==> src/rtl/mem_stage_access_unit.sv <==
// MEM stage: drives EX/MEM loads/stores over a req/ready handshake and stalls meanwhile.
// Define MEM_STAGE_TIMEOUT_EN to abort requests after TIMEOUT_CYCLES cycles without ready.
module mem_stage_access_unit #(
   parameter int DATA_WIDTH     = 32,
   parameter int ADDR_WIDTH     = 32,
   parameter int TIMEOUT_CYCLES = 16
) (
   input  logic                  clk,
   input  logic                  reset,
   input  logic [DATA_WIDTH-1:0] in_ALUResult,
   input  logic [DATA_WIDTH-1:0] in_WriteData,
   input  logic [DATA_WIDTH-1:0] in_PC_4,
   input  logic [4:0]            in_WriteRegister,
   input  logic                  in_CtrlRegWrite,
   input  logic                  in_CtrlMemRead,
   input  logic                  in_CtrlMemWrite,
   input  logic                  in_CtrlALUOrMem,
   input  logic                  in_CtrlALUMemOrPC,
   output logic                  mem_req,
   output logic                  mem_we,
   output logic [ADDR_WIDTH-1:0] mem_addr,
   output logic [DATA_WIDTH-1:0] mem_wdata,
   input  logic                  mem_ready,
   input  logic [DATA_WIDTH-1:0] mem_rdata,
   output logic                  out_Stall,
   output logic [DATA_WIDTH-1:0] out_ReadData,
   output logic [DATA_WIDTH-1:0] out_WBData,
   output logic [4:0]            out_WriteRegister,
   output logic                  out_CtrlRegWrite,
   output logic                  out_AlignErr,
   output logic                  out_MemError
);

   localparam logic [1:0] S_IDLE = 2'd0;
   localparam logic [1:0] S_REQ  = 2'd1;
   localparam logic [1:0] S_DONE = 2'd2;

   logic [1:0]            r_state;
   logic                  r_req;
   logic                  r_we;
   logic [ADDR_WIDTH-1:0] r_addr;
   logic [DATA_WIDTH-1:0] r_wdata;
   logic [DATA_WIDTH-1:0] r_rdata;

   logic w_access;
   logic w_mis;
   logic w_idle;
   logic w_start;

   assign w_access = in_CtrlMemRead | in_CtrlMemWrite;
   assign w_mis    = w_access & (in_ALUResult[1:0] != 2'b00);
   assign w_idle   = (r_state == S_IDLE);
   assign w_start  = w_idle & w_access & ~w_mis;

`ifdef MEM_STAGE_TIMEOUT_EN
   localparam logic [7:0] LP_TMAX = 8'(TIMEOUT_CYCLES - 1);
   logic [7:0] r_cnt;
   logic       r_err;
`endif

   always_ff @(posedge clk or posedge reset) begin
      if (reset) begin
         r_state <= S_IDLE;
         r_req   <= 1'b0;
         r_we    <= 1'b0;
         r_addr  <= '0;
         r_wdata <= '0;
         r_rdata <= '0;
`ifdef MEM_STAGE_TIMEOUT_EN
         r_cnt   <= '0;
         r_err   <= 1'b0;
`endif
      end else begin
`ifdef MEM_STAGE_TIMEOUT_EN
         r_err <= 1'b0;
`endif
         case (r_state)
            S_IDLE: begin
               if (w_start) begin
                  r_state <= S_REQ;
                  r_req   <= 1'b1;
                  r_addr  <= in_ALUResult[ADDR_WIDTH-1:0];
                  r_wdata <= in_WriteData;
                  // read+write together resolves to a write
                  r_we    <= in_CtrlMemWrite;
`ifdef MEM_STAGE_TIMEOUT_EN
                  r_cnt   <= '0;
`endif
               end
            end
            S_REQ: begin
               if (mem_ready) begin
                  if (!r_we) r_rdata <= mem_rdata;
                  r_req   <= 1'b0;
                  r_state <= S_DONE;
               end
`ifdef MEM_STAGE_TIMEOUT_EN
               else if (r_cnt == LP_TMAX) begin
                  r_rdata <= '0;
                  r_req   <= 1'b0;
                  r_err   <= 1'b1;
                  r_state <= S_DONE;
               end else begin
                  r_cnt <= r_cnt + 8'd1;
               end
`endif
            end
            S_DONE:  r_state <= S_IDLE;
            default: r_state <= S_IDLE;
         endcase
      end
   end

   assign mem_req   = r_req;
   assign mem_we    = r_we;
   assign mem_addr  = r_addr;
   assign mem_wdata = r_wdata;

   assign out_Stall    = w_start | (r_state == S_REQ);
   assign out_AlignErr = w_idle & w_mis;
   assign out_ReadData = r_rdata;

   assign out_WBData = in_CtrlALUMemOrPC ? in_PC_4 :
                       in_CtrlALUOrMem   ? r_rdata : in_ALUResult;

   assign out_WriteRegister = in_WriteRegister;
   assign out_CtrlRegWrite  = in_CtrlRegWrite & ~out_AlignErr;

`ifdef MEM_STAGE_TIMEOUT_EN
   assign out_MemError = r_err;
`else
   assign out_MemError = 1'b0;
`endif

endmodule
==> config.mk <==
export PLATFORM = sky130hd
export DESIGN_NAME = mem_stage_access_unit
export DESIGN_NICKNAME = d
export VERILOG_FILES = /design/src/rtl/mem_stage_access_unit.sv
export SDC_FILE = /design/constraint.sdc
export NUM_CORES = 1
export LEC_CHECK = 0
export CORE_UTILIZATION = 37
export CTS_CLUSTER_DIAMETER = 120
export CTS_CLUSTER_SIZE = 28
export DETAILED_ROUTE_END_ITERATION = 7
export PLACE_DENSITY = 0.81
export SETUP_SLACK_MARGIN = 0.02
export SYNTH_ARGS = -nofsm -noshare
export SYNTH_HDL_FRONTEND = slang
export SYNTH_SLANG_ARGS = --single-unit
==> constraint.sdc <==
create_clock -name clk -period 3.5 [get_ports clk]
set_input_delay 0.525 -clock clk [delete_from_list [all_inputs] [get_ports clk]]
set_output_delay 0.525 -clock clk [all_outputs]
set_load 0.01 [all_outputs]
==> flow_metrics.py, run 1 <==
metrics = {
    "power": {
        "switching_share": 0.289,
        "leakage_nw": 3.16,
        "p_comb_frac": 0.407,
        "p_clk_frac": 0.215,
        "p_int_w": 0.00342,
        "p_sw_w": 0.00139,
        "power_frac_seq": 0.378,
        "total_power_w": 0.00481,
        "irDropWorstVdd_mv": 0.346,
        "pwr_density_cell_nw_per_um2": 640,
    },
    "outcome": {
        "outcome": "finished, violations left",
        "failed_checks": "design-rule violations",
    },
    "floorplanning": {
        "floorplan.die_area_um2": 12500,
        "die_height_um": 112,
        "fp.dieW_um": 112,
        "core_um2": 11600,
        "io_pins": 280,
        "start_util": 0.385,
        "num_rows": 39,
    },
    "global_route": {
        "overflow": 0,
        "antenna_found_initial": 0,
        "grt_pass1_wl_um": 21100,
        "grt_usage": 0.220,
        "first_global_vias": 3927,
        "grt_max_degree": 65,
    },
    "flow_run": {
        "drv_cap": 0,
    },
    "route": {
        "vias_per_cell": 4.89,
        "vias": 3628,
        "drcViolationCount": 20,
        "met2_length_um": 7020,
        "drt_iter0_drc": 117,
        "wl_per_cell_um": 17.9,
        "met3_length_um": 1210,
        "top_layer_used": "met4",
        "wl_um": 13300,
        "drt_first_pass_iters": 6,
        "antenna_left": 0,
        "wl_met1_um": 4780,
    },
    "clocking": {
        "clk_pin_slew_ns": 0.07,
        "root_buffer": "clkbuf_16",
        "cts_max_level": 3,
        "clock_latency_ns": 0.34,
        "cts_buffers": 9,
        "post_cts_resized": 0,
        "clk_path_buf_depth": 2,
        "hold_buffers": 0,
        "cts_sinks": 100,
        "post_cts_buffers": 0,
        "cts_tree": "yes",
    },
    "setup_path": {
        "cp-start-kind": "input pin",
        "worst-path-max-fanout": 4,
        "rrSetupSlack_ns": 1.54,
        "cp_data_arrival_time_ns": 2.18,
        "crit_type": "input pin to primary output",
        "required_ns": 2.97,
        "end_kind": "primary output",
    },
    "place": {
        "place_inst": 727,
        "dp_hpwl_um": 10300,
        "dp_slack_ns": 0.774,
        "gp_congestion": 0.795,
        "port_buffers": 268,
    },
    "sta": {
        "finClkSkew_ns": 0.0107,
        "period_minus_slack_ns": 2.70,
        "slew_viol_final": 0,
        "finalHoldViolCount": 0,
        "relSlewSlack": 0.336,
        "setup_slack_ns": 0.798,
        "fin_crit_sh": 0.772,
        "fmax_mhz": 370,
        "grt_setup_unrepaired": "false",
        "setup_violations": 0,
        "tightest_slew_ns": 0.995,
        "setup_tns_ns": 0,
    },
    "min_path": {
        "hold_path_class": "register to register",
    },
    "final_layout": {
        "antenna_cells": 0,
        "seq_area_um2": 2500,
        "areaGrowthSynthToFinish_pct": 68.9,
        "stdcell_count": 742,
        "nets": 736,
        "multi_input_area_um2": 1780,
        "drive_above_1_share": 0.147,
        "nFillCells": 909,
        "post-route-util": 0.651,
    },
    "yosys": {
        "synth_nets": 478,
        "avgSynthCellArea_um2": 13.2,
        "synthTopCellsByArea": "dfrtp_1 56%, mux2_2 16%, mux2_1 8.1%, mux2i_1 7.2%, o21ai_0 3.7%",
        "synthCells": 337,
        "synth_top_area_frac": 0.562,
        "syn_area_um2": 4460,
        "ys_seq_area_frac": 0.562,
        "yosysWarnings": 0,
        "synth.ff_latch_count": 100,
        "synth_cell_types": 23,
        "synth_top_cell_by_area": "dfrtp_1",
    },
}
cell usage in the layout (no fill, tap or decap), types with 2 or more instances in the layout:
| cell | instances |
|---|---|
| and2_1 | 2 |
| dfrtp_1 | 100 |
| buf_12 | 2 |
| clkdlybuf4s50_1 | 266 |
| mux2i_1 | 32 |
| mux2_1 | 32 |
| buf_4 | 4 |
| mux2_2 | 62 |
| nand2_1 | 36 |
| clkinv_2 | 2 |
| buf_2 | 2 |
| clkbuf_16 | 9 |
| o21ai_0 | 33 |
| bufinv_16 | 2 |
per-layer routing:
layer,track usage,up-vias
li1,-,1683
met1,0.235,1757
met2,0.406,171
met3,0.0675,17
met4,0.0775,0
met5,0,-
worst paths after layout:
kind | end | startpoint | cells after the start
max in group asynchronous | mem_wdata[30] | reset | 3
setup reg to reg | mem_addr[3] | r_state[1] | 4
min in group asynchronous | mem_wdata[7] | reset | 2
setup / recovery | out_Stall | in_ALUResult[0] | 5
hold reg to reg | mem_wdata[5] | mem_wdata[5] | 1
hold / removal | mem_wdata[5] | mem_wdata[5] | 1
per-stage QoR:
| stage | hold slack, ns | instance area (um^2) |
|---|---|---|
| finish | 0.487 | 7520 |
| global route | 0.504 | 7520 |
| CTS | 0.490 | 7520 |
| detailed placement | 0.475 | 7220 |
| global placement | 0.467 | 7220 |
| floorplan | 0.511 | 4460 |
synth_stat cells, drive strengths merged:
| cell | number |
|---|---|
| nor4 | 1 |
| nand2 | 36 |
| a22o | 1 |
| conb | 1 |
| inv | 2 |
| o22ai | 1 |
| mux2 | 94 |
| nand2b | 1 |
| nor3 | 1 |
| clkbuf | 8 |
| nor2 | 1 |
| nand3b | 1 |
| o21ai | 34 |
| dfrtp | 100 |
| and2 | 2 |
| nor2b | 1 |
| o21a | 1 |
| buf | 19 |
| mux2i | 32 |
power groups by stage:
stage / clock network, W / logic [W] / registers, W
floorplan: 0 / 0.000552 / 0.00198
global placement: 0 / 0.00194 / 0.00181
detailed placement: 0 / 0.00198 / 0.00184
CTS: 0.00106 / 0.00199 / 0.00182
global route: 0.00112 / 0.00207 / 0.00188
finish: 0.00104 / 0.00196 / 0.00182
cell families (layout without fill, tap and decap cells):
| kind of cell | after synthesis | after routing | share of synthesized area |
|---|---|---|---|
| AO/OA/AOI/OAI | 37 | 37 | 0.0432 |
| buffers and inverters | 29 | 291 | 0.0404 |
| flip-flops | 100 | 100 | 0.562 |
| multiplexers | 126 | 126 | 0.309 |
| other | 1 | 1 | 0.000842 |
| AND/OR/NAND/NOR | 44 | 44 | 0.0444 |
state kept, by name, summed over array words and instances (netlist names):
name,count
mem_addr,32
mem_wdata,32
out_ReadData,32
r_state,2
mem_req,1
mem_we,1
area by class of cell:
class	instances	area share
clock buffers	10	0.0304
clock inverters	5	0.0103
inverters	2	0.00133
multi-input cells	208	0.237
flip-flops and latches	100	0.333
well taps	143	0.0238
repair buffers	274	0.364
critical path, cell delays in order:
cell and delay [ns]:
clkdlybuf4s50_1 0.50, nor4_4 0.39, o21ai_2 0.10, nand2_1 0.10, clkdlybuf4s50_1 0.56
Note: power is estimated with default switching activity, not from simulation.
==> run 2, diff against run 1 <==
Settings changed: CORE_UTILIZATION 37 to 33, PLACE_DENSITY 0.81 to 0.76.
Clock period 3.5 ns to 2.2 ns, I/O delays scaled along.
==> run 2 against run 1 <==
The flow now finishes without violations. Critical path type unchanged. Highest routed layer unchanged. Hold slack worse by 0.071 ns. Critical endpoint is now out_AlignErr. Total power is 60% higher. First-iteration DRC count is 39% lower. Clock power is 62% higher.
==> flow_metrics.py, run 2 (synthesized netlist as in run 1, its figures left out) <==
metrics = {
    "floorplanning": {
        "core_um2": 13200,
        "start_util": 0.338,
        "die_height_um": 118,
        "floorplan.die_area_um2": 14000,
        "fp.dieW_um": 118,
        "num_rows": 42,
        "io_pins": 280,
    },
    "sta": {
        "relSlewSlack": 0.653,
        "holdWs_ns": 0.416,
        "tightest_slew_ns": 0.520,
        "setup_violations": 0,
        "finalHoldViolCount": 0,
        "period_minus_slack_ns": 2.09,
        "finClkSkew_ns": 0.00604,
        "fin_crit_sh": 0.948,
        "fmax_mhz": 479,
        "slew_viol_final": 0,
        "grt_setup_unrepaired": "false",
        "setup_slack_ns": 0.114,
    },
    "clocking": {
        "cts_max_level": 3,
        "cts_sinks": 100,
        "clk_path_buf_depth": 2,
        "cts_tree": "yes",
        "cts_buffers": 9,
        "root_buffer": "clkbuf_16",
        "clock_latency_ns": 0.34,
        "clk_pin_slew_ns": 0.07,
    },
    "route": {
        "vias_per_cell": 4.63,
        "antenna_left": 0,
        "wl_um": 13100,
        "drt_iter0_drc": 71,
        "vias": 3622,
        "wl_per_cell_um": 16.7,
        "drt_first_pass_iters": 4,
        "drcViolationCount": 0,
    },
    "final_layout": {
        "areaGrowthSynthToFinish_pct": 72.4,
        "layout_commonest_cell": "clkdlybuf4s50_1",
        "nFillCells": 1095,
        "nets": 742,
        "final_cell_mix": "261 x clkdlybuf4s50_1, 100 x dfrtp_1, 62 x mux2_2",
        "drive_above_1_share": 0.162,
        "post-route-util": 0.582,
    },
    "setup_path": {
        "worst-path-max-fanout": 2,
        "end_kind": "primary output",
        "cp_common_cell": "clkdlybuf4s50_1",
        "cp-start-kind": "input pin",
        "path_buf_inv": 2,
        "slowest_stage": "clkdlybuf4s50_1",
        "crit_family": "buffers and inverters",
        "cp_data_arrival_time_ns": 1.76,
        "max_stage_delay_ns": 0.59,
        "r2r_end": "mem_wdata[1]",
        "worstReg2RegStart": "r_state[0]",
        "required_ns": 1.87,
        "r2r_cells": 5,
        "crit_chain": "clkdlybuf4s50_1, o22ai_1, nor3_2, clkdlybuf4s50_1",
        "rrSetupSlack_ns": 0.37,
        "crit_type": "input pin to primary output",
    },
    "power": {
        "irDropWorstVdd_mv": 0.442,
        "leakage_nw": 3.24,
        "pwr_density_cell_nw_per_um2": 1000,
    },
    "global_route": {
        "overflow": 0,
        "grt_max_degree": 101,
        "grt_usage": 0.189,
        "grt_pass1_wl_um": 20300,
        "first_global_vias": 3870,
        "antenna_found_initial": 1,
    },
    "min_path": {
        "min_from": "in_CtrlMemWrite",
        "hold_depth": 2,
        "hold_path_end": "mem_we",
        "hold_path_class": "input pin to register",
    },
    "place": {
        "port_buffers": 268,
        "dp_slack_ns": -0.156,
        "dp_hpwl_um": 9850,
        "gp_congestion": 0.741,
    },
    "outcome": {
        "outcome": "completed",
    },
    "flow_run": {
        "drv_cap": 0,
    },
}
run 2: worst max path at each step:
stage,start,endpoint,cells after the start
after detailed placement,in_ALUResult[1],out_Stall,5
after CTS,in_ALUResult[1],out_AlignErr,4
after global placement,in_ALUResult[1],out_Stall,5
after floorplan,r_state[1],mem_wdata[0],5
final,in_CtrlMemRead,out_AlignErr,4
after global routing,in_CtrlMemRead,out_AlignErr,4
run 2: layout make-up:
type                            instances  area [um^2]  area share
Antenna cell                            1         2.50    0.000326
Clock buffer                            9          225      0.0293
Clock inverter                          7         91.3      0.0119
Inverter                                2         11.3     0.00147
Multi-Input combinational cell        208         1800       0.234
Sequential cell                       100         2500       0.326
Tap cell                              176          220      0.0287
Timing Repair Buffer                  280         2830       0.368
run 2: report_power, final:
group	total, W	internal [W]	leakage [nW]	switching [W]
Clock	0.00168	0.000993	0.155	0.000691
Sequential	0.00289	0.00247	1.19	0.000416
Combinational	0.00312	0.00200	1.89	0.00112
Total	0.00769	0.00546	3.24	0.00223
run 2: stage by stage:
| stage | TNS [ns] | cell area, um^2 | power (W) | instances |
|---|---|---|---|---|
| after global placement | -0.295 | 7340 | 0.00598 | 765 |
| after global routing | 0 | 7680 | 0.00809 | 783 |
| after detailed placement | -0.845 | 7340 | 0.00608 | 765 |
| after floorplan | 0 | 4460 | 0.00404 | 337 |
| after CTS | 0 | 7670 | 0.00780 | 782 |
| final | 0 | 7680 | 0.00769 | 783 |
run 2: timing repair:
| item | 4_1_cts | 5_1_grt |
|---|---|---|
| setup buffers | 1 | 0 |
| resized for setup | 3 | 3 |
| pin swaps | 1 | 0 |
| setup endpoints to repair | 4 | 2 |
| hold buffers | 0 | 0 |
run 2: per-layer routing:
| layer | GRT usage | up-vias | part of all wire |
|---|---|---|---|
| li1 | - | 1696 | - |
| met1 | 0.208 | 1760 | 0.38 |
| met2 | 0.339 | 138 | 0.53 |
| met3 | 0.0468 | 28 | 0.057 |
| met4 | 0.0938 | 0 | 0.033 |
| met5 | 0 | - | 0 |
